[src/rtl/tx_packetizer_pkg.sv]
// Shared definitions for the TX frame assembler: state encoding, header size and
// the mode constants also used by the upstream data source.
package tx_packetizer_pkg;

  localparam logic [2:0] IDLE     = 3'd0;
  localparam logic [2:0] PREAMBLE = 3'd1;
  localparam logic [2:0] HEADER   = 3'd2;
  localparam logic [2:0] PAYLOAD  = 3'd3;
  localparam logic [2:0] GAP      = 3'd4;

  typedef enum logic [2:0] {
    StIdle     = IDLE,
    StPreamble = PREAMBLE,
    StHeader   = HEADER,
    StPayload  = PAYLOAD,
    StGap      = GAP
  } tx_state_e;

  localparam int unsigned HDR_LEN = 16;

  localparam logic [3:0] MODE_BPSK = 4'b0001;
  localparam logic [3:0] MODE_QPSK = 4'b0010;
  localparam logic [3:0] MODE_MIX  = 4'b0100;

  // Payload symbol count: one bit per BPSK symbol, two per QPSK symbol (floor).
  function automatic logic [15:0] calc_nsym(input logic bpsk, input logic [15:0] len_bits);
    return bpsk ? len_bits : {1'b0, len_bits[15:1]};
  endfunction

endpackage

[src/rtl/tx_frame_bit_shifter.sv]
// Loadable MSB-first shift register with a remaining-bit counter; serialises the
// preamble and header bit streams.
module tx_frame_bit_shifter #(
  parameter int unsigned Width = 32,
  parameter int unsigned CntW  = 6
) (
  input  logic             i_clk,
  input  logic             i_rst,
  input  logic             i_load,
  input  logic [Width-1:0] i_data,
  input  logic [CntW-1:0]  i_count,
  input  logic             i_shift,
  output logic             o_bit,
  output logic             o_last,
  output logic             o_done
);

  logic [Width-1:0] r_sr;
  logic [CntW-1:0]  r_cnt;

  always_ff @(posedge i_clk) begin
    if (i_rst) begin
      r_sr  <= '0;
      r_cnt <= '0;
    end else if (i_load) begin
      r_sr  <= i_data;
      r_cnt <= i_count;
    end else if (i_shift && (r_cnt != '0)) begin
      r_sr  <= {r_sr[Width-2:0], 1'b0};
      r_cnt <= r_cnt - 1'b1;
    end
  end

  assign o_bit  = r_sr[Width-1];
  assign o_last = (r_cnt == CntW'(1));
  assign o_done = (r_cnt == '0);

endmodule

[src/rtl/tx_packetizer.sv]
// Frame assembler: preamble, 16-bit BPSK header {mode, len[14:0]}, payload symbols,
// then an idle gap, with a one-cycle pkt_sent pulse back to the source.
module tx_packetizer
  import tx_packetizer_pkg::*;
#(
  parameter int unsigned BYTES        = 1,
  parameter int unsigned PREAMBLE_LEN = 32,
  parameter logic [31:0] PREAMBLE_PAT = 32'hF35A_0C9D,
  parameter int unsigned GAP_LEN      = 16
) (
  input  logic               clk,
  input  logic               rst,
  input  logic               clk_enable,
  input  logic [BYTES*8-1:0] s_tdata,
  input  logic               s_tvalid,
  output logic               s_tready,
  input  logic               s_tlast,
  input  logic               s_tuser,
  input  logic [15:0]        payload_length,
  output logic [1:0]         m_tdata,
  output logic               m_tvalid,
  input  logic               m_tready,
  output logic               m_tlast,
  output logic               m_tuser,
  output logic               pkt_sent,
  output logic               busy,
  output logic               err_early_last,
  output logic               err_underrun
);

  localparam logic [5:0]  PreCnt  = 6'(PREAMBLE_LEN);
  localparam logic [5:0]  HdrCnt  = 6'(HDR_LEN);
  // GAP always lasts at least the pkt_sent cycle.
  localparam logic [16:0] GapEnd  = (GAP_LEN == 0) ? 17'd1 : 17'(GAP_LEN);

  tx_state_e   r_state, w_state_d;
  logic        r_mode, w_mode_d;
  logic [14:0] r_len, w_len_d;
  logic [15:0] r_nsym, w_nsym_d;
  logic [15:0] r_sym_cnt, w_sym_cnt_d;
  logic [15:0] r_gap_cnt, w_gap_cnt_d;
  logic [1:0]  r_tdata, w_tdata_d;
  logic        r_tvalid, w_tvalid_d;
  logic        r_tlast, w_tlast_d;
  logic        r_tuser, w_tuser_d;
  logic        r_pkt_sent, w_pkt_sent_d;
  logic        r_err_early, w_err_early_d;
  logic        r_err_under, w_err_under_d;

  logic        w_sh_load, w_sh_shift, w_sh_bit, w_sh_last, w_sh_done;
  logic [31:0] w_sh_data;
  logic [5:0]  w_sh_count;
  logic        w_load, w_hs_last, w_sready, w_accept, w_word_last;
  logic        w_unused_tdata;

  assign w_unused_tdata = ^s_tdata;

  tx_frame_bit_shifter #(
    .Width (32),
    .CntW  (6)
  ) u_shifter (
    .i_clk   (clk),
    .i_rst   (rst),
    .i_load  (w_sh_load),
    .i_data  (w_sh_data),
    .i_count (w_sh_count),
    .i_shift (w_sh_shift),
    .o_bit   (w_sh_bit),
    .o_last  (w_sh_last),
    .o_done  (w_sh_done)
  );

  assign w_load      = !r_tvalid || m_tready;
  assign w_hs_last   = r_tvalid && m_tready && r_tlast;
  assign w_sready    = clk_enable && (r_state == StPayload) && w_load && (r_sym_cnt != r_nsym);
  assign w_accept    = w_sready && s_tvalid;
  assign w_word_last = ((r_sym_cnt + 16'd1) == r_nsym);

  always_comb begin
    w_state_d     = r_state;
    w_mode_d      = r_mode;
    w_len_d       = r_len;
    w_nsym_d      = r_nsym;
    w_sym_cnt_d   = r_sym_cnt;
    w_gap_cnt_d   = r_gap_cnt;
    w_tdata_d     = r_tdata;
    w_tvalid_d    = r_tvalid;
    w_tlast_d     = r_tlast;
    w_tuser_d     = r_tuser;
    w_pkt_sent_d  = r_pkt_sent;
    w_err_early_d = r_err_early;
    w_err_under_d = r_err_under;
    w_sh_load     = 1'b0;
    w_sh_shift    = 1'b0;
    w_sh_data     = '0;
    w_sh_count    = '0;

    if (clk_enable) begin
      w_pkt_sent_d = 1'b0;
      // A taken symbol empties the slot unless something reloads it below.
      if (r_tvalid && m_tready) begin
        w_tvalid_d = 1'b0;
        w_tlast_d  = 1'b0;
      end

      unique case (r_state)
        StIdle: begin
          if (s_tvalid) begin
            w_mode_d    = s_tuser;
            w_len_d     = payload_length[14:0];
            w_nsym_d    = calc_nsym(s_tuser, payload_length);
            w_sym_cnt_d = '0;
            w_sh_load   = 1'b1;
            w_sh_data   = PREAMBLE_PAT;
            w_sh_count  = PreCnt;
            w_state_d   = StPreamble;
          end
        end
        StPreamble: begin
          if (w_load) begin
            w_tdata_d  = {w_sh_bit, w_sh_bit};
            w_tuser_d  = 1'b1;
            w_tlast_d  = 1'b0;
            w_tvalid_d = 1'b1;
            if (w_sh_last) begin
              w_sh_load  = 1'b1;
              w_sh_data  = {r_mode, r_len, 16'h0000};
              w_sh_count = HdrCnt;
              w_state_d  = StHeader;
            end else begin
              w_sh_shift = 1'b1;
            end
          end
        end
        StHeader: begin
          if (w_hs_last) begin
            w_state_d    = StGap;
            w_gap_cnt_d  = '0;
            w_pkt_sent_d = 1'b1;
          end else if (w_load && !w_sh_done) begin
            w_tdata_d  = {w_sh_bit, w_sh_bit};
            w_tuser_d  = 1'b1;
            w_tlast_d  = w_sh_last && (r_nsym == '0);
            w_tvalid_d = 1'b1;
            w_sh_shift = 1'b1;
            if (w_sh_last && (r_nsym != '0)) begin
              w_state_d = StPayload;
            end
          end
        end
        StPayload: begin
          if (w_hs_last) begin
            w_state_d    = StGap;
            w_gap_cnt_d  = '0;
            w_pkt_sent_d = 1'b1;
          end else if (w_accept) begin
            w_tdata_d   = s_tdata[1:0];
            w_tuser_d   = s_tuser;
            w_tlast_d   = w_word_last;
            w_tvalid_d  = 1'b1;
            w_sym_cnt_d = r_sym_cnt + 16'd1;
            if (s_tlast && !w_word_last) begin
              w_err_early_d = 1'b1;
            end
          end
          if (!s_tvalid && (r_sym_cnt != r_nsym)) begin
            w_err_under_d = 1'b1;
          end
        end
        StGap: begin
          if (({1'b0, r_gap_cnt} + 17'd1) >= GapEnd) begin
            w_state_d = StIdle;
          end else begin
            w_gap_cnt_d = r_gap_cnt + 16'd1;
          end
        end
        default: w_state_d = StIdle;
      endcase
    end
  end

  always_ff @(posedge clk) begin
    if (rst) begin
      r_state     <= StIdle;
      r_mode      <= 1'b0;
      r_len       <= '0;
      r_nsym      <= '0;
      r_sym_cnt   <= '0;
      r_gap_cnt   <= '0;
      r_tdata     <= '0;
      r_tvalid    <= 1'b0;
      r_tlast     <= 1'b0;
      r_tuser     <= 1'b0;
      r_pkt_sent  <= 1'b0;
      r_err_early <= 1'b0;
      r_err_under <= 1'b0;
    end else begin
      r_state     <= w_state_d;
      r_mode      <= w_mode_d;
      r_len       <= w_len_d;
      r_nsym      <= w_nsym_d;
      r_sym_cnt   <= w_sym_cnt_d;
      r_gap_cnt   <= w_gap_cnt_d;
      r_tdata     <= w_tdata_d;
      r_tvalid    <= w_tvalid_d;
      r_tlast     <= w_tlast_d;
      r_tuser     <= w_tuser_d;
      r_pkt_sent  <= w_pkt_sent_d;
      r_err_early <= w_err_early_d;
      r_err_under <= w_err_under_d;
    end
  end

  assign s_tready       = w_sready;
  assign m_tdata        = r_tdata;
  assign m_tvalid       = r_tvalid;
  assign m_tlast        = r_tlast;
  assign m_tuser        = r_tuser;
  assign pkt_sent       = r_pkt_sent;
  assign busy           = (r_state != StIdle);
  assign err_early_last = r_err_early;
  assign err_underrun   = r_err_under;

endmodule

[config.mk]
export PLATFORM = sky130hd
export DESIGN_NAME = tx_packetizer
export DESIGN_NICKNAME = d
export VERILOG_FILES = /design/src/rtl/tx_packetizer_pkg.sv /design/src/rtl/tx_frame_bit_shifter.sv /design/src/rtl/tx_packetizer.sv
export SDC_FILE = /design/constraint.sdc
export NUM_CORES = 1
export LEC_CHECK = 0
export CORE_AREA = 2 2 126 128
export CTS_CLUSTER_DIAMETER = 200
export DETAILED_ROUTE_END_ITERATION = 16
export DIE_AREA = 0 0 128 130
export PLACE_DENSITY = 0.58
export SKIP_CTS_REPAIR_TIMING = 1
export SYNTH_ARGS = -nofsm -noshare
export SYNTH_HDL_FRONTEND = slang
export SYNTH_SLANG_ARGS = --single-unit
[constraint.sdc]
create_clock -name clk -period 7.7 [get_ports clk]
set_input_delay 1.54 -clock clk [delete_from_list [all_inputs] [get_ports clk]]
set_output_delay 1.54 -clock clk [all_outputs]
set_load 0.1 [all_outputs]
# Yosys cells after proc, flatten, opt, wreduce, memory -nomap -nowiden
# Index checks and enable logic that the tools add are counted.
word_totals:
  wordCells: 146
  latchBits: 0
  output_inout_bits: 10
  memories: 0
  romBits: 0
  ff_bits: 113
  ramBits: 0
  input_bits: 31
op_classes:
  div: 0
  n_shift: 0
  addsub: 4
  order_cmp: 1
  mul: 0
  bitwise: 1
  n_mux: 70
  n_eq_ne: 20
  n_reduce_logical: 35
ops:
  columns: ["operator", "count"]
  rows:
  - ["$mux W32", 6]
  - ["$mux W16", 6]
  - ["$pmux W16 S2", 2]
  - ["$pmux W32 S2", 1]
  - ["$add A16 B1 Y16 const B", 2]
  - ["$mux W1", 28]
  - ["$mux W3", 8]
  - ["$mux W6", 4]
  - ["$ne A2 B2 Y1 const B", 10]
  - ["$add A16 B1 Y17 const B", 1]
  - ["$ge A17 B5 Y1 const B", 1]
  - ["$eq A16 B16 Y1", 1]
  - ["$logic_not A16 Y1", 1]
  - ["$ne A16 B16 Y1", 1]
  - ["$reduce_bool A16 Y1", 1]
  - ["$pmux W3 S5", 1]
  - ["$logic_and A1 B1 Y1", 12]
  - ["$pmux W6 S2", 1]
  - ["$mux W2", 5]
  - ["$mux W5", 2]
  - ["$reduce_and A5 Y1", 2]
  - ["$pmux W1 S3", 3]
  - ["$reduce_and A8 Y1", 1]
  - ["$reduce_and A7 Y1", 1]
  - ["20 further kinds", 30]

# Depth between registers and ports, before layout
depth:
  ltp_word: 10
  mapped_depth: 10
  mapped_depth_nobuf: 8

# Hierarchy
# Synthesis repeated with hierarchy kept, for this count alone.
hier_totals:
  cells_unflattened: 771
  hier_area_um2: 6392.4
modules_own_cells:
  columns: ["module", "area_per_inst_um2", "seq_area_each_um2", "cells_per_inst", "instances"]
  rows:
  - ["tx_packetizer", 4355.4, 1501.4, 546, 1]
  - ["tx_frame_bit_shifter", 2037.0, 760.7, 225, 1]

# Worst setup path after synthesis
# No wires, ideal clock.
synth_path:
  path_type: "in2out"
  start: "input m_tready"
  end: "output s_tready"
  path_stages: 3
  path_buffers: 0
  path_slack_ns: 3.075
  arrival_ns: 3.085
  cell_sequence: "nand2b_1 nand2_1 nor2_1"
synth_via:
  elab_chain_len: 3
synth_rtl:
  columns: ["element", "line", "rtl"]
  rows:
  - ["from (decl)", "tx_packetizer.sv:22", "input logic m_tready,"]
  - ["$logic_or A1 B1 Y1", "tx_packetizer.sv:73", "assign w_load = !r_tvalid || m_tready;"]
  - ["$logic_and A1 B1 Y1 (2 in a row)", "tx_packetizer.sv:75", "assign w_sready = clk_enable && (r_state == StPayload) && w_load && (r_sym_cnt != r_nsym);"]
  - ["to (decl)", "tx_packetizer.sv:16", "output logic s_tready,"]
# Every way passes these cells.

# Final worst setup path
# Ends and elaborated chain as after synthesis.

==> results.md <==
- Status: complete, no violations
- Power share of the clock group: 0.486
- CTS sink cnt: 113
- Post-DP HPWL: 9.579 mm
- Post-route ant nets: 0
- Top cell type's share of synthesized area: 0.3976
- Setup violators final: 0
- Unrepaired setup endpoints after global routing: no
- CP Max Fanout: 6
- Slowest cell on the critical path: clkdlybuf4s50_1
- Worst-Skew Late Latency: 0.41 ns
- Num CTS Buffers: 17
- Met1 WL: 6.587 mm
- Sum Neg Setup Slack: 0 ns
- Distinct cells, synth: 61
- Buffers added on ports: 34
- EDFF count, synth: 0
- Critical Path AT: 3.88 ns
- Die ar.: 16,640 µm²
- Share of cells above drive strength 1: 0.06977
- Worst setup SP type: input pin
- Max_cap viols: 0
- DR WL/cell: 15.60 µm
- Initial Utilization: 0.3688
- Worst Max-Slew Pin Slew: 1.012 ns
- Layout area overhead: 17.07%
- Worst-path clk slew: 0.05 ns
- Static leakage: 2.414 nW
- Antenna violations before repair: 0
- # fillers: 1,520
- Final period utilization: 0.7036
- Routed vias/inst: 5.577
- Vias: 5,148
- Crit. End Element: primary output
- Grt total ovfl: 0
- Pwr dens: 226.3 nW/µm²
- Int Pwr: 0.001130 W
- Diodes inserted: 0
- Worst Hold Slack: 0.4509 ns
- Main flop type after synthesis: dfxtp_1
- Synth warn: 0
- Placer Congestion: 0.9263
- Crit path top cell by count: clkdlybuf4s50_1
- Max Slew Vio Count: 0
- Clock Tree Buf Depth: 2
- Worst Hold Class: reg -> reg
- Switch Pwr: 0.0003769 W
- Ys async rst share: 0
- Register area share after synthesis: 0.3976
- First-pass GRT wire length: 23.27 mm
- Highest routed layer: met4
- Final hold vios: 0
- VDD IR-drop max: 195.9 µV
- Critical path class: in -> out
- Setup skew after layout: 0.008026 ns
- Sw frac: 0.2501
- Clock period minus worst slack: 5.418 ns
- Sequential power share: 0.418
- Most frequent cells in the layout: 113 x dfxtp_1, 107 x nand2_1, 73 x nor2_1, 60 x a21oi_1, 33 x clkdlybuf4s50_1
- Initial DRC Count: 313
- I/O pins: 41
- H-tree Lvls: 4
- Worst R2R Path Depth: 8
- Mean post-synth cell area: 8.013 µm²
- Fmax: 184.6 MHz
- Largest net degree at the start of global routing: 85
- First-pass iteration count of the detailed router: 5
- Comb power frac: 0.095
- Max incr delay on CP: 1.17 ns
- Worst path cell trace: clkdlybuf4s50_1, nand2b_1, nand2_1, nor2_1, clkdlybuf4s50_1
- Synth Cell Area: 5689 µm²
- Row cnt: 46
- Nets: 755
- Synth area leaders: dfxtp_1 40%, nand2_1 7.1%, a21oi_1 5.3%
- Die Y: 130 µm
- Metal3 WL: 840 µm
- Hold Path Depth: 2
- Die Width: 128 µm
- Synth area leader: dfxtp_1
- Yosys reg bits: 113
- CTS tree: yes
- Residual DRC: 0
- WP data required: 6.16 ns
- Met2 WL: 6.663 mm
- Tot GR Track Use: 0.1757
- Max-slew headroom: 0.3231
- Core Box Area: 15,420 µm²
- Synthesized Nets: 745
- Root buffer cell: clkbuf_16
- Vias in the first global route: 4,654
- Total Wirelength: 14.40 mm
- Most common cell after layout, fill and taps aside: dfxtp_1
- Post-synthesis cell count: 710
[critical path: cells and delay by family]
kind	cells	cell delay (ns)
buffers and inverters	2	1.71
AND/OR/NAND/NOR	3	0.62
[final timing paths]
| path | from | endpoint | slack, ns |
|---|---|---|---|
| setup / recovery | m_tready | s_tready | 2.28 |
| hold / removal | r_len[14] | r_len[14] | 0.45 |
| setup reg to reg | r_state[1] | u_shifter.r_cnt[5] | 4.82 |
| hold reg to reg | r_len[14] | r_len[14] | 0.45 |
[power by group through the flow]
| stage | Clock, W | Combinational [W] | Sequential [W] |
|---|---|---|---|
| CTS | 0.000749 | 0.000144 | 0.000630 |
| finish | 0.000733 | 0.000144 | 0.000630 |
| floorplan | 0 | 0.0000939 | 0.000644 |
| detailed placement | 0 | 0.000143 | 0.000642 |
| global placement | 0 | 0.000141 | 0.000641 |
| global route | 0.000774 | 0.000158 | 0.000633 |
[cell type report]
class,count,area [µm²],share of cell area
Clock inverter,9,85.08,0.01277
Sequential cell,113,2262,0.3397
Clock buffer,21,470.5,0.07064
Timing Repair Buffer,41,387.9,0.05824
Multi-Input combinational cell,538,3181,0.4776
Inverter,9,33.78,0.005072
Tap cell,192,240.2,0.03607
[cells in the mapped netlist, types with 7 or more instances]
cell / number
a21oi_1: 60
and4_1: 7
and3_1: 23
buf_1: 7
nand2_1: 107
o21ai_0: 21
nand3_1: 21
nor4_1: 14
buf_2: 8
or3_1: 7
nor3_1: 16
nor2_1: 73
xor2_1: 19
dfxtp_1: 113
clkbuf_1: 30
a311oi_1: 16
nand3b_1: 8
a211oi_1: 20
xnor2_1: 12
inv_1: 9
nand2b_1: 8
mux2i_1: 18
a31oi_1: 7
[registers in the layout, indices dropped and copies added (netlist names)]
name,count
err_early_last,1
pkt_sent,1
r_len,15
err_underrun,1
r_gap_cnt,16
r_sym_cnt,16
m_tvalid,1
m_tdata,2
m_tlast,1
m_tuser,1
u_shifter.r_sr,32
r_nsym,16
u_shifter.r_cnt,6
r_state,3
r_mode,1
[stage by stage]
stage	setup slack, ns	instances	total power [W]	area (µm²)	util
6_report	2.282	923	0.001507	6660	0.4318
3_3_place_gp	2.342	893	0.0007822	6105	0.3958
3_5_place_dp	2.311	893	0.0007854	6105	0.3958
2_1_floorplan	3.075	710	0.0007382	5689	-
5_1_grt	2.220	923	0.001565	6660	0.4318
4_1_cts	2.310	923	0.001523	6660	0.4318
[per-layer routing]
| layer | up-vias | GRT usage |
|---|---|---|
| li1 | 2589 | - |
| met1 | 2380 | 0.2250 |
| met2 | 154 | 0.2822 |
| met3 | 25 | 0.04592 |
| met4 | 0 | 0.07498 |
| met5 | - | 0 |
[logic make-up after synthesis]
logic type	after synthesis	synth area share
AND/OR/NAND/NOR	313	0.2677
flip-flops	113	0.3976
buffers and inverters	59	0.04465
multiplexers	20	0.03563
adder cells (fa/ha/maj)	4	0.008797
XOR/XNOR	32	0.05058
AO/OA/AOI/OAI	169	0.1951
(Power assumes the default switching activity.)
